### src/rtl/vedic_pkg.sv
// Shared definitions for the iterative Vedic multiplier: digit width,
// FSM state encoding and a two's-complement magnitude helper.
package vedic_pkg;

    localparam int unsigned DIGIT_W   = 4;
    // Widest operand the magnitude helper supports.
    localparam int unsigned MAG_MAX_W = 64;

    typedef enum logic [1:0] {
        IDLE = 2'd0,
        CALC = 2'd1,
        DONE = 2'd2
    } state_t;

    // Magnitude of a zero-extended operand; the caller keeps the low W bits,
    // so the most negative value maps to 2^(W-1).
    function automatic logic [MAG_MAX_W-1:0] twos_mag(
        input logic [MAG_MAX_W-1:0] v,
        input logic                 negative
    );
        return negative ? (~v + MAG_MAX_W'(1)) : v;
    endfunction

endpackage

### src/rtl/vedic_mul_4_4.sv
// Combinational 4x4 unsigned Vedic multiplier built from four 2x2 crosswise
// blocks.
// Ports: a, b - 4-bit operands; product_c - 8-bit combinational product.
module vedic_mul_4_4 (
    input  logic [3:0] a,
    input  logic [3:0] b,
    output logic [7:0] product_c
);

    // 2x2 vertical-and-crosswise multiply.
    function automatic logic [3:0] mul2(input logic [1:0] x, input logic [1:0] y);
        logic       c0;
        logic       c1;
        logic [3:0] r;
        r[0]      = x[0] & y[0];
        {c0, r[1]} = 2'(x[1] & y[0]) + 2'(x[0] & y[1]);
        {c1, r[2]} = 2'(x[1] & y[1]) + 2'(c0);
        r[3]      = c1;
        return r;
    endfunction

    logic [3:0] q_ll;
    logic [3:0] q_hl;
    logic [3:0] q_lh;
    logic [3:0] q_hh;

    assign q_ll = mul2(a[1:0], b[1:0]);
    assign q_hl = mul2(a[3:2], b[1:0]);
    assign q_lh = mul2(a[1:0], b[3:2]);
    assign q_hh = mul2(a[3:2], b[3:2]);

    assign product_c = 8'(q_ll) + (8'(q_hl) << 2) + (8'(q_lh) << 2) + (8'(q_hh) << 4);

endmodule

### src/rtl/vedic_mul_iter.sv
// Multi-cycle W x W multiplier: one 4x4 partial product accumulated per clock,
// unsigned or two's-complement per transaction, valid/ready on both sides.
// Ports:
//   clk, rst_n            - clock, async active-low reset
//   in_valid / in_ready   - operand handshake (in_ready high only in IDLE)
//   a, b, signed_mode     - operands and mode, captured on accept
//   out_valid / out_ready - result handshake
//   product               - 2W-bit result, held until the next completion
//   busy                  - high while calculating or holding a result
module vedic_mul_iter
    import vedic_pkg::*;
#(
    parameter int unsigned W = 8
) (
    input  logic             clk,
    input  logic             rst_n,
    input  logic             in_valid,
    output logic             in_ready,
    input  logic [W-1:0]     a,
    input  logic [W-1:0]     b,
    input  logic             signed_mode,
    output logic             out_valid,
    input  logic             out_ready,
    output logic [2*W-1:0]   product,
    output logic             busy
);

    localparam int unsigned N  = W / DIGIT_W;
    localparam int unsigned CW = (N > 1) ? $clog2(N) : 1;
    localparam int unsigned PW = 2 * W;
    localparam logic [CW-1:0] LAST = CW'(N - 1);

    if (((W % DIGIT_W) != 0) || (W < DIGIT_W) || (W > MAG_MAX_W)) begin : g_bad_w
        $error("vedic_mul_iter: W must be a multiple of 4 within [4, 64]");
    end

    state_t          state_q, state_d;
    logic [PW-1:0]   acc_q, acc_d;
    logic [CW-1:0]   i_q, i_d;
    logic [CW-1:0]   j_q, j_d;
    logic [W-1:0]    mag_a_q, mag_a_d;
    logic [W-1:0]    mag_b_q, mag_b_d;
    logic            neg_q, neg_d;
    logic [PW-1:0]   product_d;
    logic            out_valid_d;
    logic            in_ready_d;
    logic            busy_d;

    logic [DIGIT_W-1:0] digit_a;
    logic [DIGIT_W-1:0] digit_b;
    logic [7:0]         pp;
    logic [PW-1:0]      pp_shift;
    logic [PW-1:0]      sum;

    // Digit selection and alignment of the current partial product.
    assign digit_a  = DIGIT_W'(mag_a_q >> (DIGIT_W * 32'(i_q)));
    assign digit_b  = DIGIT_W'(mag_b_q >> (DIGIT_W * 32'(j_q)));
    assign pp_shift = PW'(pp) << (DIGIT_W * (32'(i_q) + 32'(j_q)));
    assign sum      = acc_q + pp_shift;

    vedic_mul_4_4 u_core (
        .a         (digit_a),
        .b         (digit_b),
        .product_c (pp)
    );

    // State and datapath registers.
    always_ff @(posedge clk or negedge rst_n) begin
        if (!rst_n) begin
            state_q   <= IDLE;
            acc_q     <= '0;
            i_q       <= '0;
            j_q       <= '0;
            mag_a_q   <= '0;
            mag_b_q   <= '0;
            neg_q     <= 1'b0;
            product   <= '0;
            out_valid <= 1'b0;
            in_ready  <= 1'b1;
            busy      <= 1'b0;
        end else begin
            state_q   <= state_d;
            acc_q     <= acc_d;
            i_q       <= i_d;
            j_q       <= j_d;
            mag_a_q   <= mag_a_d;
            mag_b_q   <= mag_b_d;
            neg_q     <= neg_d;
            product   <= product_d;
            out_valid <= out_valid_d;
            in_ready  <= in_ready_d;
            busy      <= busy_d;
        end
    end

    // Next-state and registered-output logic.
    always_comb begin
        state_d     = state_q;
        acc_d       = acc_q;
        i_d         = i_q;
        j_d         = j_q;
        mag_a_d     = mag_a_q;
        mag_b_d     = mag_b_q;
        neg_d       = neg_q;
        product_d   = product;
        out_valid_d = out_valid;
        in_ready_d  = in_ready;
        busy_d      = busy;

        unique case (state_q)
            IDLE: begin
                if (in_valid && in_ready) begin
                    mag_a_d    = W'(twos_mag(MAG_MAX_W'(a), signed_mode & a[W-1]));
                    mag_b_d    = W'(twos_mag(MAG_MAX_W'(b), signed_mode & b[W-1]));
                    neg_d      = signed_mode & (a[W-1] ^ b[W-1]);
                    acc_d      = '0;
                    i_d        = '0;
                    j_d        = '0;
                    in_ready_d = 1'b0;
                    busy_d     = 1'b1;
                    state_d    = CALC;
                end
            end
            CALC: begin
                if ((i_q == LAST) && (j_q == LAST)) begin
                    // Final step folds the last partial product straight into the result.
                    product_d   = neg_q ? (-sum) : sum;
                    out_valid_d = 1'b1;
                    state_d     = DONE;
                end else begin
                    acc_d = sum;
                    if (i_q == LAST) begin
                        i_d = '0;
                        j_d = j_q + CW'(1);
                    end else begin
                        i_d = i_q + CW'(1);
                    end
                end
            end
            DONE: begin
                if (out_ready) begin
                    out_valid_d = 1'b0;
                    in_ready_d  = 1'b1;
                    busy_d      = 1'b0;
                    state_d     = IDLE;
                end
            end
            default: begin
                state_d = IDLE;
            end
        endcase
    end

endmodule

### config.mk
export PLATFORM = sky130hd
export DESIGN_NAME = vedic_mul_iter
export DESIGN_NICKNAME = d
export VERILOG_FILES = /design/src/rtl/vedic_pkg.sv /design/src/rtl/vedic_mul_4_4.sv /design/src/rtl/vedic_mul_iter.sv
export SDC_FILE = /design/constraint.sdc
export NUM_CORES = 1
export LEC_CHECK = 0
export ABC_AREA = 1
export BUFFER_PORTS_ARGS = -buffer_cell sky130_fd_sc_hd__buf_2
export CAP_MARGIN = 10
export CORE_ASPECT_RATIO = 0.5
export CORE_MARGIN = 3
export CORE_UTILIZATION = 50
export CTS_BUF_LIST = sky130_fd_sc_hd__clkbuf_4 sky130_fd_sc_hd__clkbuf_8
export DETAILED_ROUTE_END_ITERATION = 7
export GPL_TIMING_DRIVEN = 0
export PLACE_DENSITY_LB_ADDON = 0.12
export SLEW_MARGIN = 30
export SYNTH_ARGS = -nofsm -noshare
export SYNTH_HDL_FRONTEND = slang
export SYNTH_SLANG_ARGS = --single-unit
### constraint.sdc
create_clock -name clk -period 5.7 [get_ports clk]
set_input_delay 0.285 -clock clk [delete_from_list [all_inputs] [get_ports clk]]
set_output_delay 0.285 -clock clk [all_outputs]
set_load 0.005 [all_outputs]
# Yosys cells after proc, flatten, opt, wreduce, memory -nomap -nowiden
# Index checks and enable logic that the tools add are counted.
[classes]
addsub = 18
n_mul = 0
div_mod_pow = 0
order_cmp = 0
eq_ne = 7
shifts = 3
mux = 24
bitwise_logic = 22
reduce_logical = 13
[op_table]
columns = ["operator", "n"]
rows = [
  ["$mux W16", 3],
  ["$pmux W16 S2", 1],
  ["$and A1 B1 Y1", 19],
  ["$add A16 B16 Y16", 1],
  ["$add A8 B1 Y8 const B", 2],
  ["$mux W8", 2],
  ["$neg A16 Y16", 1],
  ["$not A8 Y8", 2],
  ["$shl A8 B4 Y16", 1],
  ["$shr A8 B3 Y4", 2],
  ["$reduce_and A3 Y1", 4],
  ["$ne A2 B2 Y1 const B", 5],
  ["$pmux W1 S2", 5],
  ["$mux W1", 9],
  ["$add A2 B1 Y2", 4],
  ["$add A2 B2 Y2", 4],
  ["$add A8 B6 Y8", 1],
  ["$add A8 B8 Y8", 1],
  ["$add A4 B6 Y7", 1],
  ["$mux W2", 3],
  ["$pmux W2 S3", 1],
  ["$reduce_bool A2 Y1", 3],
  ["$reduce_and A2 Y1", 2],
  ["$reduce_and A4 Y1", 1],
  ["other kinds (7)", 9],
]
[totals]
regBits = 56
latch_bits = 0
ramBits = 0
romBits = 0
output_inout_bits = 19
word_cells = 98
mem_count = 0

# Logic depth before layout (Yosys ltp)
# Gate-level depths: netlist (run 1).
[logic_depth]
depth_word = 11
ltp_mapped = 36
depth_no_buf = 36

# By module
# From an unflattened synthesis (run 1), not the netlist that was laid out.
[unflattened]
cells_unflattened = 669
area_unflattened_um2 = 4558.1
[modules_own_cells]
columns = ["module", "instances", "cells_per_inst", "area_per_inst_um2"]
rows = [
  ["vedic_mul_iter", 1, 583, 4033.9],
  ["vedic_mul_4_4", 1, 86, 524.3],
]

# Worst setup path before layout (run 1)
# No wires, ideal clock.
[synth_timing]
path_type = "reg-to-reg"
start = "reg i_q"
end = "reg product[15]"
setup_ps = 118
arrival_ps = 4987
required_time_ps = 5582
setup_slack_ps = 596
path_stages_with_launch = 33
synth_period_minus_slack_ps = 5104
path_cell_list = "dfrtp_1 inv_1 o21ai_0 nor2_1 ha_1 ha_1 ha_1 inv_1 fa_1 xor2_1 fa_1 inv_1 fa_1 nand3_1 nand2_1 nand2_1 nand3_1 nand2_1 nor2_1 ha_1 nand2_1 nor2_2 nand3_1 nand2_1 nand2_1 nand2_2 nand2_2 nor2_4 nand3_2 nand2_2 nand3_2 nand3_1 nand2_1"
[synth_via]
elab_chain_cells = 11
[synth_rtl]
columns = ["item", "line", "text"]
rows = [
  ["start: declaration", "vedic_mul_iter.sv:39", "logic [CW-1:0] i_q, i_d;"],
  ["start signal: assignment", "vedic_mul_iter.sv:84", "i_q <= i_d;"],
  ["$shr A8 B3 Y4", "vedic_mul_iter.sv:56", "assign digit_a = DIGIT_W'(mag_a_q >> (DIGIT_W * 32'(i_q)));"],
  ["$and A1 B1 Y1", "vedic_mul_4_4.sv:16", "{c0, r[1]} = 2'(x[1] & y[0]) + 2'(x[0] & y[1]);"],
  ["$add A2 B2 Y2", "vedic_mul_4_4.sv:16", ""],
  ["$add A2 B1 Y2", "vedic_mul_4_4.sv:17", "{c1, r[2]} = 2'(x[1] & y[1]) + 2'(c0);"],
  ["$add A4 B6 Y7", "vedic_mul_4_4.sv:32", "assign product_c = 8'(q_ll) + (8'(q_hl) << 2) + (8'(q_lh) << 2) + (8'(q_hh) << 4);"],
  ["$add A8 B6 Y8", "vedic_mul_4_4.sv:32", ""],
  ["$add A8 B8 Y8", "vedic_mul_4_4.sv:32", ""],
  ["$shl A8 B4 Y16", "vedic_mul_iter.sv:58", "assign pp_shift = PW'(pp) << (DIGIT_W * (32'(i_q) + 32'(j_q)));"],
  ["$add A16 B16 Y16", "vedic_mul_iter.sv:59", "assign sum = acc_q + pp_shift;"],
  ["$neg A16 Y16", "vedic_mul_iter.sv:127", "product_d = neg_q ? (-sum) : sum;"],
  ["$mux W16", "vedic_mul_iter.sv:127", ""],
  ["end signal: assignment", "vedic_mul_iter.sv:89", "product <= product_d;"],
  ["end: declaration", "vedic_mul_iter.sv:24", "output logic [2*W-1:0] product,"],
]
# Several ways; a longest one is shown, not always the timed one.
# A chain may end at the register's enable or synchronous reset.

# Worst setup path in the final report (run 1)
[layout_timing]
start = "reg i_q"
end = "reg product[11]"
# Same word-level chain as after synthesis.

==> impl_metrics.tcl, run 1 <==
set metrics [dict create \
    crit_type "flip-flop to flip-flop" \
    firstDrtPassIters 5 \
    final_cells 833 \
    synth_nets 726 \
    coreArea_um2 8830 \
    grt_use_met3 0.0338 \
    drv_cap 0 \
    num_vias 4299 \
    clk_root_buffer_cell "clkbuf_8" \
    die-height_um 73.9 \
    drc 0 \
    synth_xor_area_frac 0.0437 \
    fmax_mhz 187 \
    cp_common_cell "nand2_1" \
    post-synth-top-count-cell "nand2_1" \
    routed_wirelength_um 11200 \
    synth_top_family_by_area "simple AND/OR/NAND/NOR gates" \
    cp-end-kind "flip-flop" \
    crit_end "product[11]$_DFFE_PN0P_" \
    synth_seq_cells 56 \
    busiest_layer "met2" \
    crit_start "i_q$_DFFE_PN0P_" \
    ys.flop_type "dfrtp_1" \
    grt_max_degree 57 \
    antenna_found_initial 0 \
    cp_data_required_time_ns 5.91 \
    yosysSeqAreaShare 0.305 \
    relSlewSlack 0.527 \
    areaGrowthSynthToFinish_pct 14.0 \
    syn_area_um2 4610 \
    numCtsBuffers 5 \
    async_reset_ff_frac 1.00 \
    dr.first_iter.drc_count 253 \
    postCtsHoldBufs 0 \
    layout_setup_ws_ns 0.351 \
    regArea_um2 1410 \
    wl_per_cell_um 13.5 \
    final.period_utilization 0.938 \
    yosys-top-cells-area "dfrtp_1 30%, nand2_1 15%, ha_1 9.2%, inv_1 7.2%, nand3_1 6.2%" \
    cpMaxStageDelayCell "fa_2" \
    antenna_left 0 \
    grtUsageMet1 0.306 \
    synth_compound_area_frac 0.0992 \
    synth_fa_ha_area_frac 0.118 \
    fin_worst_skew_ns 0.00842 \
    start_util 0.522 \
    hold_viol 0 \
    via_per_inst 5.16 \
    die-area_um2 10500 \
    hold_path.class "input pin to asynchronous set/reset pin" \
    finalNetCount 776 \
    synth_top_cell_area_share 0.299 \
    synth_edf_count 0 \
    r2r_slack_ns 0.35 \
    grt_pass1_vias 3973 \
    io_pins 40 \
    clock_path_buffers 2 \
    place_congestion 0.891 \
    cts_tree "yes" \
    outcome "finished, final reports clean" \
    r2r_end "product[11]$_DFFE_PN0P_" \
    post-synth-top-area-cell "dfrtp_1" \
    dp_hpwl_um 8940 \
    yosys.area_share.simple 0.334 \
    ys_warn_count 0 \
    multiInputGateArea_um2 2980 \
    rr_startpoint "i_q$_DFFE_PN0P_" \
    cts.reportedPaths.clkPinSlew_ns 0.11 \
    row_count 24 \
    syn_area_per_cell_um2 6.93 \
    dp_cells 821 \
    crit_fanout 6 \
    track_usage 0.217 \
    fin_setup_tns_ns 0 \
    fillCellCount 868 \
    worstMarginPinSlew_ns 0.710 \
    grt_pass1_wl_um 18200 \
    numPortBuffers 39 \
    dp_slack_ns -0.142 \
    clkSinkCount 56 \
    die_w_um 142 \
    syn_inst 665 \
    overflow 0 \
    met2_usage 0.358 \
    period_needed_ns 5.35 \
    finalSetupViolCount 0 \
    synthMuxAreaShare 0.0130 \
    drive_gt1_frac 0.177 \
    crit_arrival_ns 5.56 \
    synthTopCellsByCount "185 x nand2_1, 88 x inv_1, 63 x nor2_1" \
    cp-start-kind "flip-flop" \
    ys_types 38 \
    htree_levels 2 \
    clkLatencyLatePin_ns 0.32 \
    crit_path_max_incr_delay_ns 0.58 \
    diodes 0 \
    rr_worst_depth 27 \
    drv_slew 0 \
]
[cells by family after synthesis]
family,after synthesis
multiplexers,6
AND/OR/NAND/NOR,350
AO/OA/AOI/OAI,87
flip-flops,56
buffers and inverters,103
adder cells (fa/ha/maj),40
XOR/XNOR,23
[metrics by stage]
stage,hold WS (ns),utilization,cell area (um^2)
6_report,0.00398,0.595,5250
5_1_grt,0.0566,0.595,5250
4_1_cts,0.0375,0.572,5050
3_5_place_dp,0.386,0.561,4950
3_3_place_gp,0.461,0.560,4950
2_1_floorplan,-0.0106,-,4610
[cell type report]
class | count | share of cell area
buffer | 10 | 0.00977
clock buffer | 5 | 0.0131
clock inverter | 3 | 0.00405
inverter | 93 | 0.0665
multi-input combinational | 506 | 0.568
sequential | 56 | 0.268
tap | 117 | 0.0279
timing repair buffer | 43 | 0.0434
[critical path, delay by kind of cell, from the launching register on]
kind | cells | cell delay, ns
fa+ha+maj | 7 | 2.51
buf+inv | 4 | 0.29
simple gates | 11 | 1.02
compound gates | 2 | 0.27
mux | 1 | 0.31
xor+xnor | 2 | 0.38
flops | 1 | 0.47
[what timing repair did]
| item | in CTS | in global routing |
|---|---|---|
| endpoints found under the setup margin | 7 | 14 |
| setup buffers | 0 | 4 |
| cloned | 0 | 0 |
| pin swaps | 0 | 4 |
| resized for setup | 6 | 46 |
[state kept, by name, summed over array words and instances (netlist names)]
register,count
acc_q,16
busy,1
i_q,1
in_ready,1
j_q,1
mag_a_q,8
mag_b_q,8
neg_q,1
out_valid,1
product,16
state_q,2
[layout by cell type, fill, tap and decap left out, types with 2 or more instances in the layout]
| master | count |
|---|---|
| clkbuf_1 | 7 |
| mux2i_1 | 3 |
| nor3b_1 | 2 |
| xor2_1 | 13 |
| inv_2 | 6 |
| buf_2 | 38 |
| dfrtp_1 | 53 |
| xnor2_1 | 9 |
| dfrtp_2 | 2 |
| o211ai_1 | 2 |
| o21ai_2 | 2 |
| nor4_1 | 4 |
| fa_1 | 5 |
| nand4_1 | 7 |
| nor2_2 | 8 |
| a21oi_2 | 4 |
| ha_2 | 5 |
| nor3_1 | 2 |
| nor2_4 | 4 |
| nand2_1 | 177 |
| nor2_1 | 55 |
| nand3_2 | 6 |
| o31ai_1 | 3 |
| ha_1 | 26 |
| or2_2 | 3 |
| nand2_2 | 22 |
| o21ai_1 | 4 |
| ha_4 | 3 |
| o21ai_0 | 51 |
| nand3_1 | 56 |
| inv_1 | 86 |
| buf_4 | 5 |
| clkbuf_8 | 6 |
| mux2i_4 | 2 |
| a21oi_1 | 18 |
[worst min-delay path by stage]
stage                                 startpoint                      to  slack, ns  cells past startpoint
after floorplan                            rst_n    acc_q[0]$_DFFE_PN0P_      -0.01                      0
after global placement    product[8]$_DFFE_PN0P_  product[8]$_DFFE_PN0P_       0.46                      2
after detailed placement                   rst_n  product[3]$_DFFE_PN0P_       0.39                      1
after CTS                                  rst_n  product[3]$_DFFE_PN0P_       0.04                      1
after global routing                       rst_n   out_valid$_DFFE_PN0P_       0.06                      1
final                                      rst_n    acc_q[3]$_DFFE_PN0P_      0.004                      1
[metal layers]
metal / vias up / wire length [um]
li1: 2234 / -
met1: 1969 / 5500
met2: 84 / 5090
met3: 12 / 474
met4: 0 / 136
met5: - / 0
Power of run 1 is not shown: default switching activity piles up to over one toggle a cycle in this logic, so the estimate is an artifact.
==> inputs of run 2 (changes only) <==
--- a/config.mk
+++ b/config.mk
@@ -6,7 +6,7 @@
 export NUM_CORES = 1
 export LEC_CHECK = 0
 export ABC_AREA = 1
-export BUFFER_PORTS_ARGS = -buffer_cell sky130_fd_sc_hd__buf_2
+export BUFFER_PORTS_ARGS = -buffer_cell sky130_fd_sc_hd__clkbuf_2
 export CAP_MARGIN = 10
 export CORE_ASPECT_RATIO = 0.5
 export CORE_MARGIN = 3
==> run 2 against run 1 <==
Routed wire length grew 0.42%. Setup slack lost 0.039 ns. Cell count grew 0.36%. Critical endpoint is now product[15]$_DFFE_PN0P_.
==> impl_metrics.tcl, run 2 (synthesis results as in run 1) <==
set metrics [dict create \
    cts_tree "yes" \
    clkLatencyLatePin_ns 0.32 \
    whs_path_depth 2 \
    place_congestion 0.895 \
    hold_viol 0 \
    io_pins 40 \
    cts.reportedPaths.clkPinSlew_ns 0.09 \
    worstMarginPinSlew_ns 0.593 \
    rr_startpoint "i_q$_DFFE_PN0P_" \
    drv_cap 0 \
    track_usage 0.218 \
    outcome "finished, final reports clean" \
    hold_path.class "input pin to flip-flop" \
    die-height_um 73.9 \
    cp_common_cell "nand2_1" \
    clkSinkCount 56 \
    crit_arrival_ns 5.60 \
    hold_path.startpoint "out_ready" \
    dr_wl_met2_um 5060 \
    num_vias 4347 \
    overflow 0 \
    clock_path_buffers 2 \
    grt_max_degree 46 \
    fillCellCount 849 \
    diodes 0 \
    grt_pass1_wl_um 18300 \
    fin_worst_skew_ns 0.0118 \
    hold_slack_ns 0.162 \
    reg.largest.list "acc_q (16), product (16)" \
    row_count 24 \
    die-area_um2 10500 \
    cp_data_required_time_ns 5.91 \
    dr.first_iter.drc_count 247 \
    htree_levels 2 \
    drive_gt1_frac 0.181 \
    cp-start-kind "flip-flop" \
    dp_hpwl_um 9010 \
    numPortBuffers 39 \
    final.period_utilization 0.945 \
    wl_per_cell_um 13.5 \
    clk_root_buffer_cell "clkbuf_8" \
    rr_worst_depth 26 \
    wl_met1_um 5580 \
    cpMaxStageDelayCell "fa_1" \
    final_common_cell "nand2_1" \
    finalNetCount 779 \
    numCtsBuffers 5 \
    period_needed_ns 5.39 \
    wl_met3_um 504 \
    finalSetupViolCount 0 \
    routed_wirelength_um 11300 \
    fmax_mhz 186 \
    grt_pass1_vias 3906 \
    hold_path_end "state_q[1]$_DFFE_PN0P_" \
    dr.max_layer_used "met4" \
    crit_type "flip-flop to flip-flop" \
    r2r_slack_ns 0.31 \
    drc 0 \
    crit_path_max_incr_delay_ns 0.57 \
    die_w_um 142 \
    crit_fanout 6 \
    relSlewSlack 0.605 \
    antenna_left 0 \
    start_util 0.522 \
    areaGrowthSynthToFinish_pct 15.5 \
    drv_slew 0 \
    firstDrtPassIters 5 \
    r2r_end "product[15]$_DFFE_PN0P_" \
    coreArea_um2 8830 \
    via_per_inst 5.20 \
    final_cell_mix "176 x nand2_1, 87 x inv_1, 56 x nand3_1" \
    antenna_found_initial 0 \
    cp-end-kind "flip-flop" \
]
run 2: worst max-delay path by stage:
stage	startpoint	endpoint	slack, ns
3_5_place_dp	i_q$_DFFE_PN0P_	product[14]$_DFFE_PN0P_	-0.17
3_3_place_gp	i_q$_DFFE_PN0P_	product[15]$_DFFE_PN0P_	-0.13
5_1_grt	i_q$_DFFE_PN0P_	product[12]$_DFFE_PN0P_	-0.007
2_1_floorplan	i_q$_DFFE_PN0P_	product[15]$_DFFE_PN0P_	0.60
4_1_cts	j_q$_DFFE_PN0P_	product[14]$_DFFE_PN0P_	0.01
6_report	i_q$_DFFE_PN0P_	product[15]$_DFFE_PN0P_	0.31
run 2: critical path, delay by kind of cell (launching register included):
| family | cells | cell delay, ns |
|---|---|---|
| fa+ha+maj | 5 | 1.88 |
| compound gates | 5 | 1.33 |
| simple gates | 12 | 1.13 |
| flops | 1 | 0.48 |
| xor+xnor | 2 | 0.37 |
| buf+inv | 2 | 0.10 |
run 2: final cells by class:
cell class	count	area, um^2	area share
clock inverters	1	5.00	0.000941
multi-input cells	506	3010	0.565
repair buffers	46	273	0.0513
flip-flops and latches	56	1410	0.264
inverters	93	349	0.0656
clock buffers	7	83.8	0.0158
plain buffers	10	51.3	0.00964
well taps	117	146	0.0275
run 2: timing repair:
action | in CTS | in global routing
setup endpoints to repair | 8 | 13
setup buffers | 0 | 5
cloned | 0 | 0
hold buffers | 1 | 0
resized for setup | 9 | 44
endpoints found under the hold margin | 11 | 0
pin swaps | 0 | 6
run 2: metal layers:
metal  global-route usage  up-vias
met2                0.367       86
met1                0.304     2016
li1                     -     2237
met4               0.0340        0
met3               0.0377        8
met5                    0        -
run 2: metrics by stage:
| stage | TNS, ns | worst slack (ns) | util | cells | instance area [um^2] |
|---|---|---|---|---|---|
| 2_1_floorplan | 0 | 0.596 | - | 665 | 4610 |
| 3_3_place_gp | -0.309 | -0.132 | 0.560 | 821 | 4950 |
| 3_5_place_dp | -0.700 | -0.168 | 0.564 | 822 | 4980 |
| 4_1_cts | 0 | 0.0111 | 0.579 | 831 | 5110 |
| 5_1_grt | -0.00700 | -0.00700 | 0.603 | 836 | 5320 |
| 6_report | 0 | 0.311 | 0.603 | 836 | 5320 |
Power of run 2 is left out for the same reason.
